===== src/rtl/rf_write_master_if.sv =====
// Bundles the two result channels, the register-file write port and the bypass
// query port of rf_write_master. The design drives through "master"; its environment uses "slave".
interface rf_write_master_if #(
    parameter int ADDR_WIDTH = 5,
    parameter int DATA_WIDTH = 32
);
    logic                  mem_valid;
    logic                  mem_ready;
    logic [ADDR_WIDTH-1:0] mem_wa;
    logic [DATA_WIDTH-1:0] mem_wd;

    logic                  alu_valid;
    logic                  alu_ready;
    logic [ADDR_WIDTH-1:0] alu_wa;
    logic [DATA_WIDTH-1:0] alu_wd;

    logic                  we;
    logic [ADDR_WIDTH-1:0] wa;
    logic [DATA_WIDTH-1:0] wd;

    logic [ADDR_WIDTH-1:0] ra0;
    logic [ADDR_WIDTH-1:0] ra1;
    logic                  hit0;
    logic                  hit1;
    logic [DATA_WIDTH-1:0] fwd0;
    logic [DATA_WIDTH-1:0] fwd1;

    modport master (
        input  mem_valid, mem_wa, mem_wd,
        input  alu_valid, alu_wa, alu_wd,
        input  ra0, ra1,
        output mem_ready, alu_ready,
        output we, wa, wd,
        output hit0, hit1, fwd0, fwd1
    );

    modport slave (
        output mem_valid, mem_wa, mem_wd,
        output alu_valid, alu_wa, alu_wd,
        output ra0, ra1,
        input  mem_ready, alu_ready,
        input  we, wa, wd,
        input  hit0, hit1, fwd0, fwd1
    );
endinterface


===== src/rtl/rf_write_master.sv =====
// Write-back queue merging load and ALU results into one register-file write port.
// Define RF_WB_BYPASS_EN to build the pending-write bypass lookup; otherwise hit/fwd are tied to 0.
module rf_write_master #(
    parameter int ADDR_WIDTH = 5,
    parameter int DATA_WIDTH = 32,
    parameter int DEPTH      = 4
) (
    input  logic            clk,
    input  logic            rstn,
    rf_write_master_if.master bus
);
    localparam int PTR_W = $clog2(DEPTH);
    localparam int CNT_W = PTR_W + 1;

    logic [ADDR_WIDTH-1:0] addr_mem [DEPTH];
    logic [DATA_WIDTH-1:0] data_mem [DEPTH];

    logic [PTR_W-1:0] rptr_reg;
    logic [PTR_W-1:0] wptr_reg;
    logic [CNT_W-1:0] count_reg;

    logic             pop;
    logic             mem_push;
    logic             alu_push;
    logic [CNT_W-1:0] free;
    logic [PTR_W-1:0] alu_slot;

    // The head retires every cycle it is presented, so its slot counts as free.
    assign pop  = (count_reg != '0);
    assign free = CNT_W'(DEPTH) - count_reg + CNT_W'(pop);

    assign bus.mem_ready = (free >= CNT_W'(1));
    assign bus.alu_ready = (free >= CNT_W'(2)) || ((free >= CNT_W'(1)) && !bus.mem_valid);

    // Writes to r0 complete the handshake but never occupy a slot.
    assign mem_push = bus.mem_valid && bus.mem_ready && (bus.mem_wa != '0);
    assign alu_push = bus.alu_valid && bus.alu_ready && (bus.alu_wa != '0);
    assign alu_slot = wptr_reg + PTR_W'(mem_push);

    always_ff @(posedge clk or negedge rstn) begin
        if (!rstn) begin
            rptr_reg  <= '0;
            wptr_reg  <= '0;
            count_reg <= '0;
        end else begin
            rptr_reg  <= rptr_reg + PTR_W'(pop);
            wptr_reg  <= wptr_reg + PTR_W'(mem_push) + PTR_W'(alu_push);
            count_reg <= count_reg + CNT_W'(mem_push) + CNT_W'(alu_push) - CNT_W'(pop);
        end
    end

    // Payload storage needs no reset: count gates every read.
    always_ff @(posedge clk) begin
        if (mem_push) begin
            addr_mem[wptr_reg] <= bus.mem_wa;
            data_mem[wptr_reg] <= bus.mem_wd;
        end
        if (alu_push) begin
            addr_mem[alu_slot] <= bus.alu_wa;
            data_mem[alu_slot] <= bus.alu_wd;
        end
    end

    assign bus.we = pop;
    assign bus.wa = pop ? addr_mem[rptr_reg] : '0;
    assign bus.wd = pop ? data_mem[rptr_reg] : '0;

`ifdef RF_WB_BYPASS_EN
    genvar gi;
    for (gi = 0; gi < 2; gi++) begin : g_lookup
        logic [ADDR_WIDTH-1:0] ra;
        logic                  hit;
        logic [DATA_WIDTH-1:0] fwd;

        assign ra = (gi == 0) ? bus.ra0 : bus.ra1;

        // Scan oldest to youngest so the last match left standing is the youngest.
        always_comb begin
            logic [PTR_W-1:0] idx;
            hit = 1'b0;
            fwd = '0;
            idx = '0;
            for (int i = 0; i < DEPTH; i++) begin
                idx = rptr_reg + PTR_W'(i);
                if ((CNT_W'(i) < count_reg) && (ra != '0) && (addr_mem[idx] == ra)) begin
                    hit = 1'b1;
                    fwd = data_mem[idx];
                end
            end
        end
    end

    assign bus.hit0 = g_lookup[0].hit;
    assign bus.hit1 = g_lookup[1].hit;
    assign bus.fwd0 = g_lookup[0].fwd;
    assign bus.fwd1 = g_lookup[1].fwd;
`else
    logic unused_ra;
    assign unused_ra = ^{bus.ra0, bus.ra1};

    assign bus.hit0 = 1'b0;
    assign bus.hit1 = 1'b0;
    assign bus.fwd0 = '0;
    assign bus.fwd1 = '0;
`endif
endmodule


===== src/flat_wrapper.sv =====
// flat-port wrapper written by rule: the top's interface ports become plain ports
module rf_write_master_flat 
#(
    parameter int ADDR_WIDTH = 5,
    parameter int DATA_WIDTH = 32,
    parameter int DEPTH      = 4
)
  (clk, rstn, bus_mem_valid, bus_mem_wa, bus_mem_wd, bus_alu_valid, bus_alu_wa, bus_alu_wd, bus_ra0, bus_ra1, bus_mem_ready, bus_alu_ready, bus_we, bus_wa, bus_wd, bus_hit0, bus_hit1, bus_fwd0, bus_fwd1);
  rf_write_master_if #(.ADDR_WIDTH(ADDR_WIDTH), .DATA_WIDTH(DATA_WIDTH)) bus_i ();
  input  logic clk;
  input  logic rstn;
  input wire logic [$bits(bus_i.mem_valid)-1:0] bus_mem_valid;
  input wire logic [$bits(bus_i.mem_wa)-1:0] bus_mem_wa;
  input wire logic [$bits(bus_i.mem_wd)-1:0] bus_mem_wd;
  input wire logic [$bits(bus_i.alu_valid)-1:0] bus_alu_valid;
  input wire logic [$bits(bus_i.alu_wa)-1:0] bus_alu_wa;
  input wire logic [$bits(bus_i.alu_wd)-1:0] bus_alu_wd;
  input wire logic [$bits(bus_i.ra0)-1:0] bus_ra0;
  input wire logic [$bits(bus_i.ra1)-1:0] bus_ra1;
  output wire logic [$bits(bus_i.mem_ready)-1:0] bus_mem_ready;
  output wire logic [$bits(bus_i.alu_ready)-1:0] bus_alu_ready;
  output wire logic [$bits(bus_i.we)-1:0] bus_we;
  output wire logic [$bits(bus_i.wa)-1:0] bus_wa;
  output wire logic [$bits(bus_i.wd)-1:0] bus_wd;
  output wire logic [$bits(bus_i.hit0)-1:0] bus_hit0;
  output wire logic [$bits(bus_i.hit1)-1:0] bus_hit1;
  output wire logic [$bits(bus_i.fwd0)-1:0] bus_fwd0;
  output wire logic [$bits(bus_i.fwd1)-1:0] bus_fwd1;
  assign bus_i.mem_valid = bus_mem_valid;
  assign bus_i.mem_wa = bus_mem_wa;
  assign bus_i.mem_wd = bus_mem_wd;
  assign bus_i.alu_valid = bus_alu_valid;
  assign bus_i.alu_wa = bus_alu_wa;
  assign bus_i.alu_wd = bus_alu_wd;
  assign bus_i.ra0 = bus_ra0;
  assign bus_i.ra1 = bus_ra1;
  assign bus_mem_ready = bus_i.mem_ready;
  assign bus_alu_ready = bus_i.alu_ready;
  assign bus_we = bus_i.we;
  assign bus_wa = bus_i.wa;
  assign bus_wd = bus_i.wd;
  assign bus_hit0 = bus_i.hit0;
  assign bus_hit1 = bus_i.hit1;
  assign bus_fwd0 = bus_i.fwd0;
  assign bus_fwd1 = bus_i.fwd1;
  rf_write_master #(.ADDR_WIDTH(ADDR_WIDTH), .DATA_WIDTH(DATA_WIDTH), .DEPTH(DEPTH)) u_core (.clk(clk), .rstn(rstn), .bus(bus_i));
endmodule

===== config.mk =====
export PLATFORM = sky130hd
export DESIGN_NAME = rf_write_master_flat
export DESIGN_NICKNAME = d
export VERILOG_FILES = /design/src/rtl/rf_write_master_if.sv /design/src/rtl/rf_write_master.sv /design/src/flat_wrapper.sv
export SDC_FILE = /design/constraint.sdc
export NUM_CORES = 1
export LEC_CHECK = 0
export ABC_AREA = 0
export BUFFER_PORTS_ARGS = -buffer_cell sky130_fd_sc_hd__buf_2
export CAP_MARGIN = 0
export CORE_MARGIN = 3
export CORE_UTILIZATION = 49
export DETAILED_ROUTE_END_ITERATION = 10
export GPL_ROUTABILITY_DRIVEN = 1
export PLACE_DENSITY = 0.85
export SETUP_SLACK_MARGIN = 0.4
export SYNTH_ARGS = -nofsm -noshare
export SYNTH_HDL_FRONTEND = slang
export SYNTH_SLANG_ARGS = --single-unit

===== constraint.sdc =====
create_clock -name clk -period 11.19 [get_ports clk]
set_clock_uncertainty 0.05 [all_clocks]
set_input_delay 2.238 -clock clk [delete_from_list [all_inputs] [get_ports clk]]
set_output_delay 2.238 -clock clk [all_outputs]
set_load 0.01 [all_outputs]

# == After elaboration in Yosys (flattened, before gate mapping) ==
# Memories as Yosys holds them, arrays and structs flattened.
# Index checks and enable logic that the tools add are counted.
# W data, S select, Z words.
# op_classes
addsub,8
magnitude_cmp,2
mux,6
reduce_logical,10
# ops
cell,n
$mux W32,1
$reduce_bool A5 Y1,2
$add A3 B1 Y3,3
$add A2 B1 Y2,3
$logic_and A1 B1 Y1,5
$mux W5,1
$mux W1,4
$ge A3 B1 Y1 const B,1
$ge A3 B2 Y1 const B,1
$reduce_bool A3 Y1,1
$sub A3 B1 Y3,1
$sub A3 B3 Y3 const A,1
$logic_not A1 Y1,1
$logic_or A1 B1 Y1,1
# totals
register_bits,7
ram_bits,148
in_bits,88
output_inout_bits,106
elab_cells,31
mem_count,2
# memory_table
memory,words,width,rd,rd_clocked_by_memory_dff,write_ports,line,source
u_core.data_mem,4,32,1,0,2,rf_write_master.sv:16,logic [DATA_WIDTH-1:0] data_mem [DEPTH];
u_core.addr_mem,4,5,1,0,2,rf_write_master.sv:15,logic [ADDR_WIDTH-1:0] addr_mem [DEPTH];

# == Logic depth before layout (Yosys ltp) ==
# Gate-level depths: netlist of run 1.
# depth
word_depth,9
depth_mapped,17
mapped_depth_nobuf,13

# == Worst setup path before layout of run 1 ==
# OpenSTA, ideal clock, no wires.
# synth_path
path_type,input-to-reg
from,in bus_mem_wa[1]
to,mem u_core.addr_mem[2][0] (enable)
setup_ps,718
arrival_time_ps,5309
required_ps,10422
path_slack_ps,5113
cell_stages,10
path_buffers,2
cell_sequence,or4_1 -> o211ai_1 -> inv_1 -> ha_1 -> xnor2_1 -> nor2_1 -> nand3_1 -> buf_4 -> buf_4 -> o21ai_0
# synth_lines
item,line,source
start: declaration,flat_wrapper.sv:13,input wire logic [$bits(bus_i.mem_wa)-1:0] bus_mem_wa;
end: declaration,rf_write_master.sv:15,

==> impl_results.md, run 1 <==
- Max-capacitance violation count: 0
- Ys async rst share: 4.52%
- Final nets: around 730
- Final max-slew violation count: 0
- Power share of the clock group: 19.0%
- Worst r2r path cells: 14
- Netlist Area Pre-Place: around 8500 sq um
- DR vias: 4,626
- CTS tree: yes
- Initial Util: around half
- Initial antenna violation count: 0
- WHS Path Cells: 1
- Crit path launch type: input pin
- Number of global-route vias before repair: 4,998
- Place WS: about 4500 ps
- Switching pwr: 1.03 mW
- GPL Wtd Cong: 0.724
- Most frequent cells in the layout: 148 x edfxtp_1, 117 x buf_2, 110 x mux2_2
- Maximum number of pins on one net before global-route repair: 40
- Tmin final: 6250 ps
- Initial DRC count: 187
- Worst endpoint required time: 11,220 ps
- DRT Wirelength: 17,800 um
- Leading area contributor after synthesis: edfxtp_1
- DRT antenna net count: 0
- WHS: 523 ps
- Routed length per instance: between 20 and 25 um
- Final setup fails: 0
- Synth top area share: 52.1%
- Int Pwr: 2.03 mW
- Flop pwr share: around 37%
- Crit Path Category: in2reg
- Sequential-to-total area share from yosys stat: between 50% and 60%
- Clock Root Buffer: clkbuf_16
- GR Overflow Total: 0
- Cells after Synth: 517
- Die Ht: approximately 140 um
- Worst slew pin tran: roughly 1100 ps
- TritonCTS Sinks: 155
- CP max FO: 38
- Post-CTS resize count: 0
- Insertion delay to the later sink of the worst-skew pair: 420 ps
- Area Growth Syn to Fin: 13.3%
- Slew HR: 26.3%
- I/O pins: around 190
- DIE WIDTH: 138 um
- Syn avg cell area: between 15 and 20 sq um
- Achievable Freq: 160 MHz
- RSZ-0062 raised after global routing: false
- Detailed Routing Iterations Pass 1: 4
- Vias per cell: 5.36
- TritonCTS Buffers: 17
- Cell row count: 47
- Number of remaining DRC errors: 0
- First-pass GRT wire length: 27,000 um
- Dpl hpwl: 11,000 um
- Fin. Hold Viols: 0
- Die area: 19,000 sq um
- Top post-synthesis cells by area: edfxtp_1 52%, mux2_2 15%, mux4_2 9.8%
- Max reg flops: 128
- Switch share: 33.7%
- Synth cell types: 31
- Ys flop type: edfxtp_1
- YS warnings: 0
- Crit share post-route: a little under three fifths
- H-tree levels: 4
- Post-CTS Setup Bufs: 0
- Leading cell type in the layout, fill and taps excluded: edfxtp_1
- Worst-path clk slew: around 60 ps
- Setup tns final: 0 ps
- Antenna cell count: 0
- GRT Util Overall: between 10% and 20%
- Clock tree buffer depth: 2
- Pwr Total: 3.07 mW
- Share of cells above drive strength 1: 53.8%
- Pwr/cell area: 318 nW/um^2
- # fillers: 1,309
- Leak: 3.68 nW
- CP Capture Type: flip-flop
- Comb pwr share: 43.9%
- Core area: 16,800 sq um
- HP Class: reg2reg
- Status: finished clean
- Worst reg-to-reg setup slack: roughly 6000 ps
- Final WS setup: 4940 ps
- # port buffers: 117
- Flops & latches, synth: 155
- Worst VDD drop: 0.184 mV
- CTS Hold Buffers Added: 0
- Number of flops mapped to enable cells by yosys: roughly 150
- Worst EP arrival: 6280 ps
## cell type report
type	count	area [sq um]	area share, %
clock buffers	19	433	4.48
clock inverters	11	153	1.58
inverters	10	37.5	0.389
multi-input cells	323	3490	36.1
flip-flops and latches	155	4620	47.9
well taps	220	275	2.85
repair buffers	125	646	6.69
## Yosys cell counts (all sizes together), types with 2 or more instances
master,n
mux4,37
inv,10
ha,6
o211ai,2
nor2b,38
o21bai,2
or4,2
dfrtp,7
nand3,2
clkbuf,8
edfxtp,148
fa,2
xor2,2
nand2b,2
buf,86
mux2,148
xnor2,4
## per-stage QoR
step           utilization, %  std cells  instance area [sq um]
2_1_floorplan               -        582                   8770
3_3_place_gp             53.9        833                   9070
3_5_place_dp             53.9        833                   9070
4_1_cts                  57.4        863                   9660
5_1_grt                  57.4        863                   9660
6_report                 57.4        863                   9660
## path summary, 6_finish.rpt
| path | start | end |
|---|---|---|
| hold / removal | u_core.count_reg[2]$_DFF_PN0_ | u_core.count_reg[2]$_DFF_PN0_ |
| min in group asynchronous | rstn | u_core.count_reg[0]$_DFF_PN0_ |
| setup / recovery | bus_mem_wa[1] | u_core.addr_mem[1][3]$_DFFE_PP_ |
| setup reg to reg | u_core.count_reg[2]$_DFF_PN0_ | u_core.addr_mem[1][3]$_DFFE_PP_ |
| hold reg to reg | u_core.count_reg[2]$_DFF_PN0_ | u_core.count_reg[2]$_DFF_PN0_ |
| max in group asynchronous | rstn | u_core.rptr_reg[0]$_DFF_PN0_ |
## critical path, cell delays in order
cell	delay, ps
buf_2	130
or4_1	540
o211ai_1	880
inv_1	110
ha_1	230
xnor2_1	390
and4_4	820
o21bai_4	440
buf_4	470
## power groups by stage
stage / clock network (mW) / logic [mW] / registers (mW)
6_report: 0.582 / 1.35 / 1.14
5_1_grt: 0.613 / 1.46 / 1.17
4_1_cts: 0.589 / 1.37 / 1.15
3_5_place_dp: 0 / 1.37 / 1.16
3_3_place_gp: 0 / 1.33 / 1.13
2_1_floorplan: 0 / 1.01 / 1.09
## layer usage
metal | GRT usage, % | part of all wire, % | vias to the layer above
met3 | 5.37 | 6.9 | 19
met5 | 0 | 0 | -
li1 | - | - | 2077
met2 | 35.9 | 53 | 172
met4 | 5.54 | 0.95 | 0
met1 | 22.4 | 39 | 2358
## logic make-up (layout without fill, tap and decap cells)
kind of cell	Yosys count	after routing	share of synthesized area, %
AO/OA/AOI/OAI	7	7	0.587
XOR/XNOR	6	6	0.616
adder cells (fa/ha/maj)	8	8	1.35
buffers and inverters	104	165	8.40
flip-flops	155	155	54.2
multiplexers	185	185	31.0
other	1	66	0.0440
AND/OR/NAND/NOR	51	51	3.82
No activity file was read; power rests on OpenSTA's default activity.
==> run 2: changes to the inputs <==
--- a/config.mk
+++ b/config.mk
@@ -5,7 +5,7 @@
 export SDC_FILE = /design/constraint.sdc
 export NUM_CORES = 1
 export LEC_CHECK = 0
-export ABC_AREA = 0
+export ABC_AREA = 1
 export BUFFER_PORTS_ARGS = -buffer_cell sky130_fd_sc_hd__buf_2
 export CAP_MARGIN = 0
 export CORE_MARGIN = 3
==> constraint.sdc (replaced) <==
create_clock -name clk -period 6.27 [get_ports clk]
set_clock_uncertainty 0.05 [all_clocks]
set_input_delay 1.254 -clock clk [delete_from_list [all_inputs] [get_ports clk]]
set_output_delay 1.254 -clock clk [all_outputs]
set_load 0.01 [all_outputs]
==> run 2 against run 1 <==
  * Die area up 8.1%
  * Critical endpoint is now bus_wd[30]
  * Total power up 99%
  * First-iteration DRC count rose to 6.6 times the previous value
  * Flip-flop and latch count did not move
  * Largest power group unchanged
  * Via count grew 76%
  * Utilization decreased by 2.2 points
==> impl_results.md, run 2 <==
- Status: finished clean
- Worst path cell trace: inv_2 -> nor2_1 -> o21ai_0 -> a21oi_1 -> buf_2
- Number of flops mapped to enable cells by yosys: 148 (unchanged)
- RSZ-0062 raised after global routing: false
- Worst VDD drop: 0.518 mV (+180%)
- Pwr/cell area: 606 nW/um^2 (+91%)
- Worst-path clk slew: 60 ps (about the same)
- Dpl hpwl: 13,900 um (+26%)
- First-pass GRT wire length: 39,400 um (+46%)
- Commonest cells post-synth: 317 x nand2_1, 156 x nor2_1, 148 x edfxtp_1, 148 x nand4_1, 89 x buf_4
- HP Class: reg2reg
- Number of global-route vias before repair: 7,796 (+56%)
- Most frequent cell after synthesis: nand2_1
- CP Capture Type: output pin
- Routed length per instance: 18.3 um (-11%)
- Fin. Hold Viols: 0 (unchanged)
- GRT Util Overall: 24.6% (+5.0 points)
- Slowest-stage cell, CP: dfrtp_2
- # fillers: 1,536 (+17%)
- Achievable Freq: 236 MHz
- Die Ht: 143 um (+4.0%)
- Die area: 20,600 sq um (+8.1%)
- Area Growth Syn to Fin: 9.17%
- Post-CTS Setup Bufs: 0 (unchanged)
- Insertion delay to the later sink of the worst-skew pair: 420 ps (about the same)
- Leading area contributor after synthesis: edfxtp_1
- Netlist Area Pre-Place: 9250 sq um (+8.5%)
- Ys async rst share: 4.52% (unchanged)
- YS warnings: 0 (unchanged)
- CTS tree: yes
- Post-CTS resize count: 0 (unchanged)
- Sequential-to-total area share from yosys stat: 50.0% (-4.2 points)
- Initial DRC count: 1,240 (+560%)
- Synth top area share: 48.1% (-4.1 points)
- Vias per cell: 5.82 (+8.6%)
- Leading cell type in the layout, fill and taps excluded: nand2_1
- Maximum number of pins on one net before global-route repair: 89 (+120%)
- WHS: 523 ps (-0.0800 ps)
- H-tree levels: 4 (unchanged)
- Initial Util: 50.6% (-0.075 points)
- # port buffers: 117 (unchanged)
- DRT Wirelength: 25,600 um (+43%)
- TritonCTS Sinks: 155 (unchanged)
- Cells after Synth: 1,095 (+110%)
- Flops & latches, synth: 155 (unchanged)
- Clock Root Buffer: clkbuf_16
- Clock tree buffer depth: 2 (unchanged)
- Final max-slew violation count: 0 (unchanged)
- CTS Hold Buffers Added: 0 (unchanged)
- Detailed Routing Iterations Pass 1: 7 (+3)
- Ys flop type: edfxtp_1
- Most frequent cells in the layout: 313 x nand2_1, 156 x nor2_1, 148 x nand4_1, 148 x edfxtp_1, 117 x buf_2
- Setup tns final: 0 ps (unchanged)
- Max-capacitance violation count: 0 (unchanged)
- Initial antenna violation count: 4 (+4)
- Tmin final: about 4200 ps
- DRT antenna net count: 0 (unchanged)
- Share of cells above drive strength 1: 15.5% (-38 points)
- Crit Path Category: reg2out
- Worst slew pin tran: 1160 ps (+61.0 ps)
- Slew HR: 22.5% (-3.7 points)
- Crit share post-route: 67.7%
- TritonCTS Buffers: 17 (unchanged)
- Max reg flops: 128 (unchanged)
- Top post-synthesis cells by area: edfxtp_1 48%, nand2_1 13%, nand4_1 10%
- Number of remaining DRC errors: 0 (unchanged)
- Max stage delay on crit path: 1010 ps (+130 ps)
- Final nets: 1,248 (+71%)
- GPL Wtd Cong: 0.818 (+13%)
- Crit path launch type: flip-flop
- Cell row count: 49 (+4.3%)
- Worst endpoint required time: 4970 ps (-6250 ps)
- Final setup fails: 0 (unchanged)
- GR Overflow Total: 0 (unchanged)
- DR vias: 8,139 (+76%)
- Core area: 18,300 sq um (+8.6%)
- CP max FO: 39 (+2.6%)
- Worst EP arrival: 2940 ps (-3340 ps)
- Leak: 4.43 nW (+20%)
- Syn avg cell area: 8.44 sq um (-49%)
- Synth cell types: 25 (-19%)
- DIE WIDTH: 143 um (+4.0%)
- I/O pins: 194 (unchanged)
## run 2: logic make-up (layout without fill, tap and decap cells)
family | count (synthesis) | in the layout | synth area share [%]
AO/OA/AOI/OAI | 111 | 111 | 6.01
AND/OR/NAND/NOR | 635 | 635 | 30.2
adder cells (fa/ha/maj) | 8 | 8 | 1.24
XOR/XNOR | 4 | 4 | 0.379
other | 1 | 70 | 0.0406
buffers and inverters | 181 | 186 | 12.2
flip-flops | 155 | 155 | 50.0
## run 2: worst max-delay path: cells and delay by family, from the launching register on
kind,cells,cell delay (ps)
flip-flops,1,1010
AND/OR/NAND/NOR,1,250
AO/OA/AOI/OAI,2,420
buffers and inverters,2,830
## run 2: area by class of cell
cell class / instances / area (sq um) / share of cell area (%)
diodes: 4 / 10.0 / 0.0992
clock buffers: 18 / 429 / 4.25
clock inverters: 14 / 169 / 1.67
inverters: 24 / 92.6 / 0.917
multi-input cells: 824 / 3800 / 37.7
flip-flops and latches: 155 / 4620 / 45.8
well taps: 229 / 287 / 2.84
repair buffers: 130 / 683 / 6.77
## run 2: metal layers
layer,global-route usage [%],vias to the layer above,wire [um]
met2,41.1,570,12400
met3,5.56,106,2890
li1,-,3760,-
met5,0,-,55
met1,29.6,3695,9250
met4,13.5,8,915
## run 2: final timing paths
kind / from / to / slack [ps] / cells past startpoint
max: u_core.rptr_reg[1]$_DFF_PN0_ / bus_wd[30] / 2030 / 5
min: u_core.count_reg[2]$_DFF_PN0_ / u_core.count_reg[2]$_DFF_PN0_ / 520 / 1
max reg2reg: u_core.count_reg[2]$_DFF_PN0_ / u_core.data_mem[3][18]$_DFFE_PP_ / 2370 / 14
min reg2reg: u_core.count_reg[2]$_DFF_PN0_ / u_core.count_reg[2]$_DFF_PN0_ / 520 / 1
max in group asynchronous: rstn / u_core.rptr_reg[1]$_DFF_PN0_ / 5370 / 1
min in group asynchronous: rstn / u_core.count_reg[2]$_DFF_PN0_ / 620 / 1
## run 2: report_power, final
group / total [mW] / internal (mW) / switching (mW) / leakage, nW
registers: 2.03 / 1.85 / 0.176 / 1.46
logic: 3.04 / 0.802 / 2.24 / 2.69
clock network: 1.05 / 0.628 / 0.417 / 0.283
total: 6.12 / 3.28 / 2.83 / 4.43
## run 2: stage by stage
step	total power, mW	setup WS (ps)	cell area [sq um]	instances	utilization, %
2_1_floorplan	4.15	2370	9490	1160	-
3_3_place_gp	4.92	2280	9490	1362	51.9
3_5_place_dp	5.03	2210	9490	1362	51.9
4_1_cts	6.08	2100	10100	1394	55.2
5_1_grt	6.50	1960	10100	1394	55.2
6_report	6.12	2030	10100	1398	55.3
